## config.mk

```make
export PLATFORM = sky130hd
export DESIGN_NAME = conv_out_ctrl
export DESIGN_NICKNAME = d
export VERILOG_FILES = /design/src/rtl/conv_out_ctrl.sv
export SDC_FILE = /design/constraint.sdc
export NUM_CORES = 1
export LEC_CHECK = 0
export BUFFER_PORTS_ARGS = -buffer_cell sky130_fd_sc_hd__buf_4
export CAP_MARGIN = 0
export CORE_MARGIN = 1.5
export CORE_UTILIZATION = 52
export DETAILED_ROUTE_END_ITERATION = 8
export GPL_TIMING_DRIVEN = 0
export PLACE_DENSITY = 0.84
export SLEW_MARGIN = 20
export SYNTH_ARGS = -nofsm -noshare
export SYNTH_HDL_FRONTEND = slang
export SYNTH_SLANG_ARGS = --single-unit
export TNS_END_PERCENT = 50
```

## constraint.sdc

```tcl
create_clock -name clk -period 2.8 [get_ports clk]
set_input_delay 0.56 -clock clk [delete_from_list [all_inputs] [get_ports clk]]
set_output_delay 0.56 -clock clk [all_outputs]
set_load 0.02 [all_outputs]
```

## src/rtl/conv_out_ctrl.sv

```systemverilog
// Output stage of the convolver: tracks pixel position, gates results to stride-aligned
// in-image windows, then rescales, optionally rectifies and saturates the raw window sum.
module conv_out_ctrl #(
  parameter int N     = 4,
  parameter int K     = 3,
  parameter int S     = 1,
  parameter int IN_W  = 32,
  parameter int OUT_W = 16,
  parameter int SHIFT = 0
) (
  input  logic                    clk,
  input  logic                    rst,
  input  logic                    ce,
  input  logic signed [IN_W-1:0]  sum_in,
  input  logic                    relu_en,
  output logic signed [OUT_W-1:0] conv_out,
  output logic                    valid_conv,
  output logic                    end_conv
);

  localparam int CW = $clog2(N) + 1;
  localparam int PW = $clog2(S) + 1;

  localparam logic [CW-1:0] LAST_POS = CW'(N - 1);
  localparam logic [CW-1:0] KM1      = CW'(K - 1);
  localparam logic [PW-1:0] SLAST    = PW'(S - 1);

  localparam logic signed [IN_W-1:0] SAT_MAX =
    {{(IN_W - OUT_W + 1){1'b0}}, {(OUT_W - 1){1'b1}}};
  localparam logic signed [IN_W-1:0] SAT_MIN =
    {{(IN_W - OUT_W + 1){1'b1}}, {(OUT_W - 1){1'b0}}};
  localparam logic signed [OUT_W-1:0] OUT_MAX = {1'b0, {(OUT_W - 1){1'b1}}};
  localparam logic signed [OUT_W-1:0] OUT_MIN = {1'b1, {(OUT_W - 1){1'b0}}};

  logic [CW-1:0] col_q, col_d, row_q, row_d;
  logic [PW-1:0] colPh_q, colPh_d, rowPh_q, rowPh_d;
  logic signed [OUT_W-1:0] conv_q, conv_d;
  logic valid_q, end_q;
  logic lastCol, lastRow, winValid, frameEnd;
  logic signed [IN_W-1:0] scaled;

  // Stride phase is zero at position K-1 and cycles 0..S-1 from there on.
  function automatic logic [PW-1:0] nextPhase(input logic [CW-1:0] pos,
                                               input logic [PW-1:0] ph);
    if (pos < KM1)        return '0;
    else if (ph == SLAST) return '0;
    else                  return ph + PW'(1);
  endfunction

  always_comb begin
    lastCol  = (col_q == LAST_POS);
    lastRow  = (row_q == LAST_POS);
    frameEnd = lastCol && lastRow;
    winValid = (row_q >= KM1) && (col_q >= KM1) && (colPh_q == '0) && (rowPh_q == '0);

    col_d   = col_q + CW'(1);
    colPh_d = nextPhase(col_q, colPh_q);
    row_d   = row_q;
    rowPh_d = rowPh_q;
    if (lastCol) begin
      col_d   = '0;
      colPh_d = '0;
      if (lastRow) begin
        row_d   = '0;
        rowPh_d = '0;
      end else begin
        row_d   = row_q + CW'(1);
        rowPh_d = nextPhase(row_q, rowPh_q);
      end
    end
  end

  always_comb begin
    scaled = sum_in >>> SHIFT;
    if (relu_en && scaled[IN_W-1]) scaled = '0;
    if (scaled > SAT_MAX)      conv_d = OUT_MAX;
    else if (scaled < SAT_MIN) conv_d = OUT_MIN;
    else                       conv_d = scaled[OUT_W-1:0];
  end

  // Counters advance only on accepted pixels; strobes are rebuilt every edge so they never stretch.
  always_ff @(posedge clk or posedge rst) begin
    if (rst) begin
      col_q   <= '0;
      row_q   <= '0;
      colPh_q <= '0;
      rowPh_q <= '0;
      conv_q  <= '0;
      valid_q <= 1'b0;
      end_q   <= 1'b0;
    end else if (ce) begin
      col_q   <= col_d;
      row_q   <= row_d;
      colPh_q <= colPh_d;
      rowPh_q <= rowPh_d;
      valid_q <= winValid;
      end_q   <= frameEnd;
      if (winValid) conv_q <= conv_d;
    end else begin
      valid_q <= 1'b0;
      end_q   <= 1'b0;
    end
  end

  assign conv_out   = conv_q;
  assign valid_conv = valid_q;
  assign end_conv   = end_q;

endmodule
```

* Word level (Yosys, flattened, before mapping)
Index checks and enable logic that the tools add are counted.
** Storage, ports and cells
- Word-level logic and storage cells :: 41
- Register bits after elaboration :: 26
** Operators by class
- Equality and inequality tests :: 2
- $lt $le $gt $ge :: 6
- Add/subtract/negate cells :: 4
- Bitwise logic cells :: 2
- Multiplexer cells :: 13
- Reductions and logical operators :: 7
** Operators with widths (number)
- 32-bit by 16-bit > comparator with 1-bit output (second input constant) :: 1
- 32-bit by 16-bit < comparator with 1-bit output (second input constant) :: 1
- 16-bit two-way mux :: 2
- 32-bit two-way mux :: 1
- 1-bit two-way mux :: 8
- 3-bit by 1-bit adder with 3-bit output (second input constant) :: 2
- 3-bit by 2-bit == test with 1-bit output (second input constant) :: 2
- 3-bit by 2-bit >= comparator with 1-bit output (second input constant) :: 2
- 3-bit by 2-bit < comparator with 1-bit output (second input constant) :: 2
- 3-bit two-way mux :: 2
- 1-bit logical AND :: 5
- 2-bit AND reduction :: 2
- 1-bit adder (second input constant) :: 2
- 1-bit inverter :: 2

* Logic depth before layout (Yosys ltp)
Gate-level depths: netlist (run 1).
- Depth in word-level cells :: 5
- Gate-level depth with buffers :: 7
- Gate-level depth less buffers :: 6

* Worst setup path after synthesis (run 1)
OpenSTA, ideal clock, no wires.
- Path kind :: in2reg
- Start :: input sum_in[27]
- End :: register conv_q[0] (netlist: conv_out[0])
- Data required time :: 2679 ps
- Path slack :: 1240 ps
- Stages on the path :: 5
- Path buffers :: 1
- Data arrival time :: 1439 ps
- Cells stage by stage :: nor4_1 > a41o_1 > nand2_4 > clkbuf_8 > o22a_1
** Between the ends
- Word-level cells in the longest chain between the ends :: 4
** RTL lines
- start: declaration :: RTL line 14 : input logic signed [IN_W-1:0] sum_in,
- 32-bit two-way mux (*) :: RTL line 75 : if (relu_en && scaled[IN_W-1]) scaled = '0;
- 32-bit by 16-bit < comparator with 1-bit output :: RTL line 77 : else if (scaled < SAT_MIN) conv_d = OUT_MIN;
- 16-bit two-way mux :: RTL line 77
- 16-bit two-way mux (*) :: RTL line 76 : if (scaled > SAT_MAX) conv_d = OUT_MAX;
- end signal: assignment :: RTL line 98 : if (winValid) conv_q <= conv_d;
- end: declaration :: RTL line 37 : logic signed [OUT_W-1:0] conv_q, conv_d;
Every way passes the cells marked *; elsewhere a longest branch is shown, timed or not.
A chain may end at the register's enable or synchronous reset.

* Worst setup path after layout (run 1)
- Start :: register row_q[0]
- End :: register conv_q[13] (netlist: conv_out[13])
** Between the ends
- Word-level cells in the longest chain between the ends :: 5
** RTL lines
- start: declaration :: RTL line 35 : logic [CW-1:0] col_q, col_d, row_q, row_d;
- start signal: assignment :: RTL line 93 : row_q <= row_d;
- 3-bit by 2-bit >= comparator with 1-bit output :: RTL line 54 : winValid = (row_q >= KM1) && (col_q >= KM1) && (colPh_q == '0) && (rowPh_q == '0);
- 1-bit logical AND (3 in series) :: RTL line 54
- 2-bit AND reduction (no line)
No other way between the ends.

==> results of run 1 <==
==> worst max-delay path by stage <==
stage | cells after the start | slack [ns] | startpoint | endpoint
after floorplan | 5 | 1.24 | sum_in[27] | conv_out[0]$_DFFE_PP0P_
after global placement | 6 | 1.02 | sum_in[30] | conv_out[2]$_DFFE_PP0P_
after detailed placement | 6 | 0.99 | sum_in[19] | conv_out[1]$_DFFE_PP0P_
after CTS | 7 | 1.05 | row_q[0]$_DFFE_PP0P_ | conv_out[1]$_DFFE_PP0P_
after global routing | 7 | 0.91 | row_q[0]$_DFFE_PP0P_ | conv_out[13]$_DFFE_PP0P_
final | 7 | 1.04 | row_q[0]$_DFFE_PP0P_ | conv_out[13]$_DFFE_PP0P_
==> per-layer routing <==
layer	track usage [%]	wire length (um)
met2	45.0	1690
met3	3.83	146
met4	6.67	42
met5	0	0
met1	26.6	1310
==> logic make-up after synthesis <==
| kind of cell | synth area share, % |
|---|---|
| buf+inv | 13.1 |
| mux | 1.52 |
| fa+ha+maj | 3.58 |
| simple gates | 14.3 |
| flops | 43.0 |
| compound gates | 24.5 |
==> where the power goes <==
group          internal [W]  switching [W]
registers          0.000486      0.0000885
clock network      0.000145       0.000105
logic              0.000337       0.000365
total              0.000967       0.000559
==> cell usage in the layout, fill, tap and decap left out, drive strengths merged <==
cell,count
a21boi,1
a21oi,3
a41o,1
and2,1
and3,1
and4b,1
buf,57
bufinv,1
clkbuf,8
dfrtp,24
ha,4
inv,21
mux2,1
mux2i,1
nand2,3
nand3,16
nand3b,2
nand4,2
nor2,2
nor3,1
nor4,4
o21ai,3
o22a,15
o22ai,15
o31ai,1
or3,1
==> sequential cells by signal (all words and copies together), names as in the netlist <==
name and cells:
end_conv 1, col_q 3, row_q 3, conv_out 16, valid_conv 1
==> final cells by class <==
| cell class | instances | share of cell area [%] |
|---|---|---|
| Sequential cell | 24 | 32.0 |
| Buffer | 10 | 5.53 |
| Clock buffer | 3 | 1.20 |
| Inverter | 21 | 4.20 |
| Multi-Input combinational cell | 79 | 32.7 |
| Timing Repair Buffer | 52 | 20.8 |
| Clock inverter | 1 | 1.60 |
| Tap cell | 30 | 2.00 |
==> worst max-delay path, stage by stage, from the launching register on <==
cell,delay (ns)
dfrtp_1,0.42
inv_1,0.06
ha_1,0.19
o31ai_1,0.43
nor2_4,0.16
nand2_4,0.13
clkbuf_8,0.17
o22a_1,0.14
==> through the flow <==
stage	cells	total power (W)	cell area, um2	hold WS [ns]	utilization (%)
2_1_floorplan	134	0.000995	1400	0.497	-
3_3_place_gp	216	0.00125	1830	0.492	73.0
3_5_place_dp	216	0.00129	1830	0.499	73.0
4_1_cts	220	0.00154	1880	0.441	75.1
5_1_grt	220	0.00163	1880	0.433	75.1
6_report	220	0.00153	1880	0.431	75.1
==> results.py, run 1 <==
metrics = {
    "outcome": {
        "status": "completed",
    },
    "drt": {
        "wl_per_cell_um": 14.5,
        "viasPerCell": 5.56,
        "firstDrtPassIters": 4,
        "drt-initial-drc-count": 19,
        "antenna_left": 0,
        "vias": 1224,
        "drt_wl_total_mm": 3.19,
        "post-route-drc-count": 0,
    },
    "placed_design": {
        "post-place-ws_ns": 0.987,
        "routabilityCongestion": 0.749,
        "portBuffers": 52,
        "dpl.hpwl_mm": 2.44,
    },
    "finish": {
        "syn_to_final_growth_pct": 34.4,
        "multi_input_area_um2": 614,
        "nFillCells": 177,
        "antenna_cells": 0,
        "final_nets": 231,
        "drive_gt1_share_pct": 40.5,
        "ff_latch_area_um2": 601,
    },
    "sta": {
        "setup_ws_ns": 1.04,
        "hold_viol_final": 0,
        "tns_ns": 0,
        "fin_worst_skew_ns": 0.00248,
        "max_slew.worst_pin.slew_ns": 0.910,
        "finalMaxSlewViolations": 0,
        "max_freq_ghz": 0.569,
        "layout_min_cycle_time_ns": 1.76,
        "rsz0062_at_grt": "false",
        "post-route-period-util_pct": 62.7,
        "slew_headroom_pct": 39.3,
        "setup_viol": 0,
    },
    "die": {
        "core-area_um2": 2500,
        "row_count": 18,
        "dieWidth_um": 54.8,
        "dieHeight_um": 54.8,
        "die_area_um2": 3010,
        "ios": 54,
        "start_util_pct": 55.9,
    },
    "yosys": {
        "synthTopCellsByArea": "dfrtp_1, o22a_1, o22ai_2",
        "ys_ff_latch": 24,
        "ys_warn_count": 0,
        "synthFlopType": "dfrtp_1",
        "async_flop_share_pct": 100,
        "yosysTopAreaCell": "dfrtp_1",
        "yosysMostFrequentCell": "dfrtp_1",
        "synth.avg_cell_area_um2": 10.4,
        "ys_seq_area_share_pct": 43.0,
        "synthTopCellsByCount": "dfrtp_1, inv_1, nand3_1, o22a_1, o22ai_2",
        "syn_area_um2": 1400,
        "synthDistinctLibCells": 32,
        "synth_nets": 174,
        "synth-edff-count": 0,
        "synth_cells": 134,
        "synth_top_area_share_pct": 43.0,
    },
    "clock_tree": {
        "clk_pin_slew_ns": 0.14,
        "cts_max_level": 1,
        "clk_latency_ns": 0.31,
        "cts_setup_buffers": 0,
        "tritoncts": "yes",
        "clock_tree.root_cell": "clkbuf_4",
        "cts_resized": 0,
        "clock_path_buffers": 2,
        "numCtsBuffers": 3,
        "cts_hold_buffers": 0,
        "clock-sinks": 24,
    },
    "worst_hold_path": {
        "min_path_type": "in2async",
    },
    "critical_path": {
        "crit_path_end_kind": "register",
        "start_kind": "register",
        "crit_required_ns": 3.06,
        "rr_worst_depth": 7,
        "reg2reg_to": "conv_out[13]$_DFFE_PP0P_",
        "crit_arrival_ns": 2.02,
        "cp_max_fo": 10,
        "path_class": "reg2reg",
        "reg2reg_setup_slack_ns": 1.04,
        "r2r_start": "row_q[0]$_DFFE_PP0P_",
    },
    "power_and_ir_drop": {
        "irDropWorstVdd_mv": 0.614,
        "total_leakage_power_nw": 0.879,
        "p_per_area_nw_per_um2": 813,
    },
    "global_routing": {
        "antenna_found_initial": 0,
        "grt_use_total_pct": 23.7,
        "grt_max_degree": 25,
        "grt_pass1_vias": 1224,
        "overflow": 0,
        "grt_pass1_wl_mm": 5.15,
    },
    "job": {
        "maxCapViolCount": 0,
    },
}
Note: power is estimated with default switching activity, not from simulation.
==> run 2: changes to the inputs <==
- ABC_AREA: unset -> 1
- CORE_UTILIZATION: 52 -> 48
- PLACE_DENSITY: 0.84 -> 0.79
- clock period: 2.8 -> 1.7 ns (I/O delays scaled with it)
==> run 2 against run 1 <==
  * Critical path depth rose by 1
  * Worst hold slack worse by 0.23 ns
  * Final area decreased by 0.73%
  * Global-route usage shrank 4.9 points
  * Die area grew 5.3%
  * Maximum frequency increased by 12%
  * Non-clock buffer count is 3 lower
  * Critical endpoint is now conv_out[2]$_DFFE_PP0P_
==> results.py, run 2 <==
metrics = {
    "global_routing": {
        "grt_pass1_wl_mm": 4.84,
        "overflow": 0,
        "grt_max_degree": 25,
        "antenna_found_initial": 0,
        "grt_use_total_pct": 18.7,
        "grt_pass1_vias": 1160,
    },
    "finish": {
        "drive_gt1_share_pct": 26.1,
        "largest_reg_flops": 16,
        "ff_latch_area_um2": 601,
        "nFillCells": 266,
        "final_nets": 302,
        "antenna_cells": 0,
        "final_cell_mix": "nand2_1, buf_4, nor2_1",
        "multi_input_area_um2": 631,
        "syn_to_final_growth_pct": 36.8,
        "layout_commonest_cell": "nand2_1",
    },
    "placed_design": {
        "routabilityCongestion": 0.728,
        "dpl.hpwl_mm": 2.11,
        "post-place-ws_ns": 0.159,
        "portBuffers": 53,
    },
    "yosys": {
        "synth_top_area_share_pct": 44.1,
        "synth.avg_cell_area_um2": 6.71,
        "synth-edff-count": 0,
        "ys_seq_area_share_pct": 44.1,
        "syn_area_um2": 1360,
        "synthTopCellsByCount": "nand2_1, nor2_1, dfrtp_1, inv_1, o21ai_0",
        "yosysTopAreaCell": "dfrtp_1",
        "synthFlopType": "dfrtp_1",
        "synthTopCellsByArea": "dfrtp_1, nand2_1, nor2_1",
        "ys_ff_latch": 24,
        "ys_warn_count": 0,
        "synthDistinctLibCells": 17,
        "yosysMostFrequentCell": "nand2_1",
        "synth_nets": 243,
        "synth_cells": 203,
        "async_flop_share_pct": 100,
    },
    "drt": {
        "post-route-drc-count": 0,
        "antenna_left": 0,
        "firstDrtPassIters": 4,
        "viasPerCell": 4.65,
        "drt-initial-drc-count": 47,
        "vias": 1358,
        "wl_per_cell_um": 9.65,
        "drt_wl_total_mm": 2.82,
    },
    "worst_hold_path": {
        "min_path_type": "in2async",
    },
    "critical_path": {
        "crit_arrival_ns": 1.78,
        "cpMostUsedCell": "nand2_1",
        "r2r_start": "row_q[0]$_DFFE_PP0P_",
        "cp_num_buf_inv": 3,
        "cp_max_fo": 10,
        "startpoint": "row_q[0]$_DFFE_PP0P_",
        "cp_top_family": "simple AND/OR/NAND/NOR gates",
        "crit_chain": "inv_1, ha_1, nor3_2, nor3_4, inv_2, buf_6, nand2_1, nand2_1",
        "crit_required_ns": 1.92,
        "crit_slowest_cell": "dfrtp_1",
        "crit_path_end_kind": "register",
        "reg2reg_setup_slack_ns": 0.14,
        "start_kind": "register",
        "slowest_delay_ns": 0.42,
        "path_class": "reg2reg",
    },
    "sta": {
        "setup_viol": 0,
        "fin_hold_ws_ns": 0.206,
        "fin_worst_skew_ns": 0.00397,
        "setup_ws_ns": 0.137,
        "rsz0062_at_grt": "false",
        "max_slew.worst_pin.slew_ns": 0.895,
        "post-route-period-util_pct": 92.0,
        "hold_viol_final": 0,
        "layout_min_cycle_time_ns": 1.56,
        "max_freq_ghz": 0.640,
        "slew_headroom_pct": 40.3,
        "tns_ns": 0,
        "finalMaxSlewViolations": 0,
    },
    "die": {
        "dieHeight_um": 56.3,
        "start_util_pct": 49.8,
        "die_area_um2": 3170,
        "ios": 54,
        "row_count": 19,
        "core-area_um2": 2730,
        "dieWidth_um": 56.3,
    },
    "clock_tree": {
        "tritoncts": "yes",
        "clk_pin_slew_ns": 0.14,
        "clock_path_buffers": 2,
        "clock-sinks": 24,
        "cts_max_level": 1,
        "clk_latency_ns": 0.31,
        "clock_tree.root_cell": "clkbuf_4",
        "numCtsBuffers": 3,
    },
    "outcome": {
        "status": "completed",
    },
    "power_and_ir_drop": {
        "irDropWorstVdd_mv": 1.24,
        "power_w": 0.00274,
        "p_per_area_nw_per_um2": 1470,
        "total_leakage_power_nw": 1.09,
    },
    "job": {
        "maxCapViolCount": 0,
    },
}
## run 2: cell types whose count changed in the layout (fill, tap and decap cells not counted), moves of 3 or more
cell      previous run  this run
buf_4               53        57
clkbuf_8             3         0
inv_1               21        24
nand2_1              2        98
nand3_1             16         1
nor2_1               1        31
nor4_1               4         0
o21ai_0              3         6
o22a_1              15         0
o22ai_1              5         0
o22ai_2             10         0
## run 2: cells by family (layout without fill, tap and decap cells)
family / after synthesis / in the layout / share of synthesized area (%)
fa+ha+maj: 4 / 4 / 3.67
simple gates: 136 / 136 / 39.1
flops: 24 / 24 / 44.1
buf+inv: 31 / 89 / 10.0
compound gates: 8 / 8 / 3.12
## run 2: worst register-to-register path, delay by kind of cell, from the launching register on
kind	cells	cell delay, ns
buffers and inverters	3	0.39
flip-flops	1	0.42
AND/OR/NAND/NOR	4	0.51
adder cells (fa/ha/maj)	1	0.16
## run 2: what timing repair did
item / in CTS / in global routing
setup endpoints to repair: 0 / 4
buffers inserted: 0 / 1
hold buffers: 0 / 0
resized for setup: 0 / 1
## run 2: power by group
part / total (W) / switching (W) / internal, W
clock network: 0.000411 / 0.000173 / 0.000238
logic: 0.00134 / 0.000765 / 0.000579
registers: 0.000983 / 0.000156 / 0.000828
total: 0.00274 / 0.00109 / 0.00164
## run 2: per-layer routing
layer  track usage, %  share of wire, %  wire (um)  vias up
met5                0                 0          0        -
met4             3.06              0.67         19        0
met3             3.69               6.0        169        2
met2             32.1                46       1310       38
met1             25.1                47       1320      599
li1                 -                 -          -      719
## run 2: final timing paths
check                                           end  cells past startpoint
max                         conv_out[2]$_DFFE_PP0P_                      8
min                        conv_out[13]$_DFFE_PP0P_                      2
max reg2reg                 conv_out[2]$_DFFE_PP0P_                      8
min reg2reg                 conv_out[1]$_DFFE_PP0P_                      2
max in group asynchronous   conv_out[7]$_DFFE_PP0P_                      2
min in group clk               col_q[2]$_DFFE_PP0P_                      2
## run 2: final cells by class
type / instances / share of cell area (%)
clock inverters: 1 / 1.61
repair buffers: 54 / 21.7
clock buffers: 3 / 1.21
inverters: 26 / 5.23
well taps: 31 / 2.08
multi-input cells: 148 / 33.8
plain buffers: 5 / 2.08
flip-flops and latches: 24 / 32.2
## run 2: through the flow
step | instances | cell area [um2] | utilization [%]
3_3_place_gp | 287 | 1800 | 65.8
3_5_place_dp | 287 | 1800 | 65.8
5_1_grt | 292 | 1860 | 68.2
6_report | 292 | 1860 | 68.2
4_1_cts | 291 | 1850 | 67.7
2_1_floorplan | 203 | 1360 | -
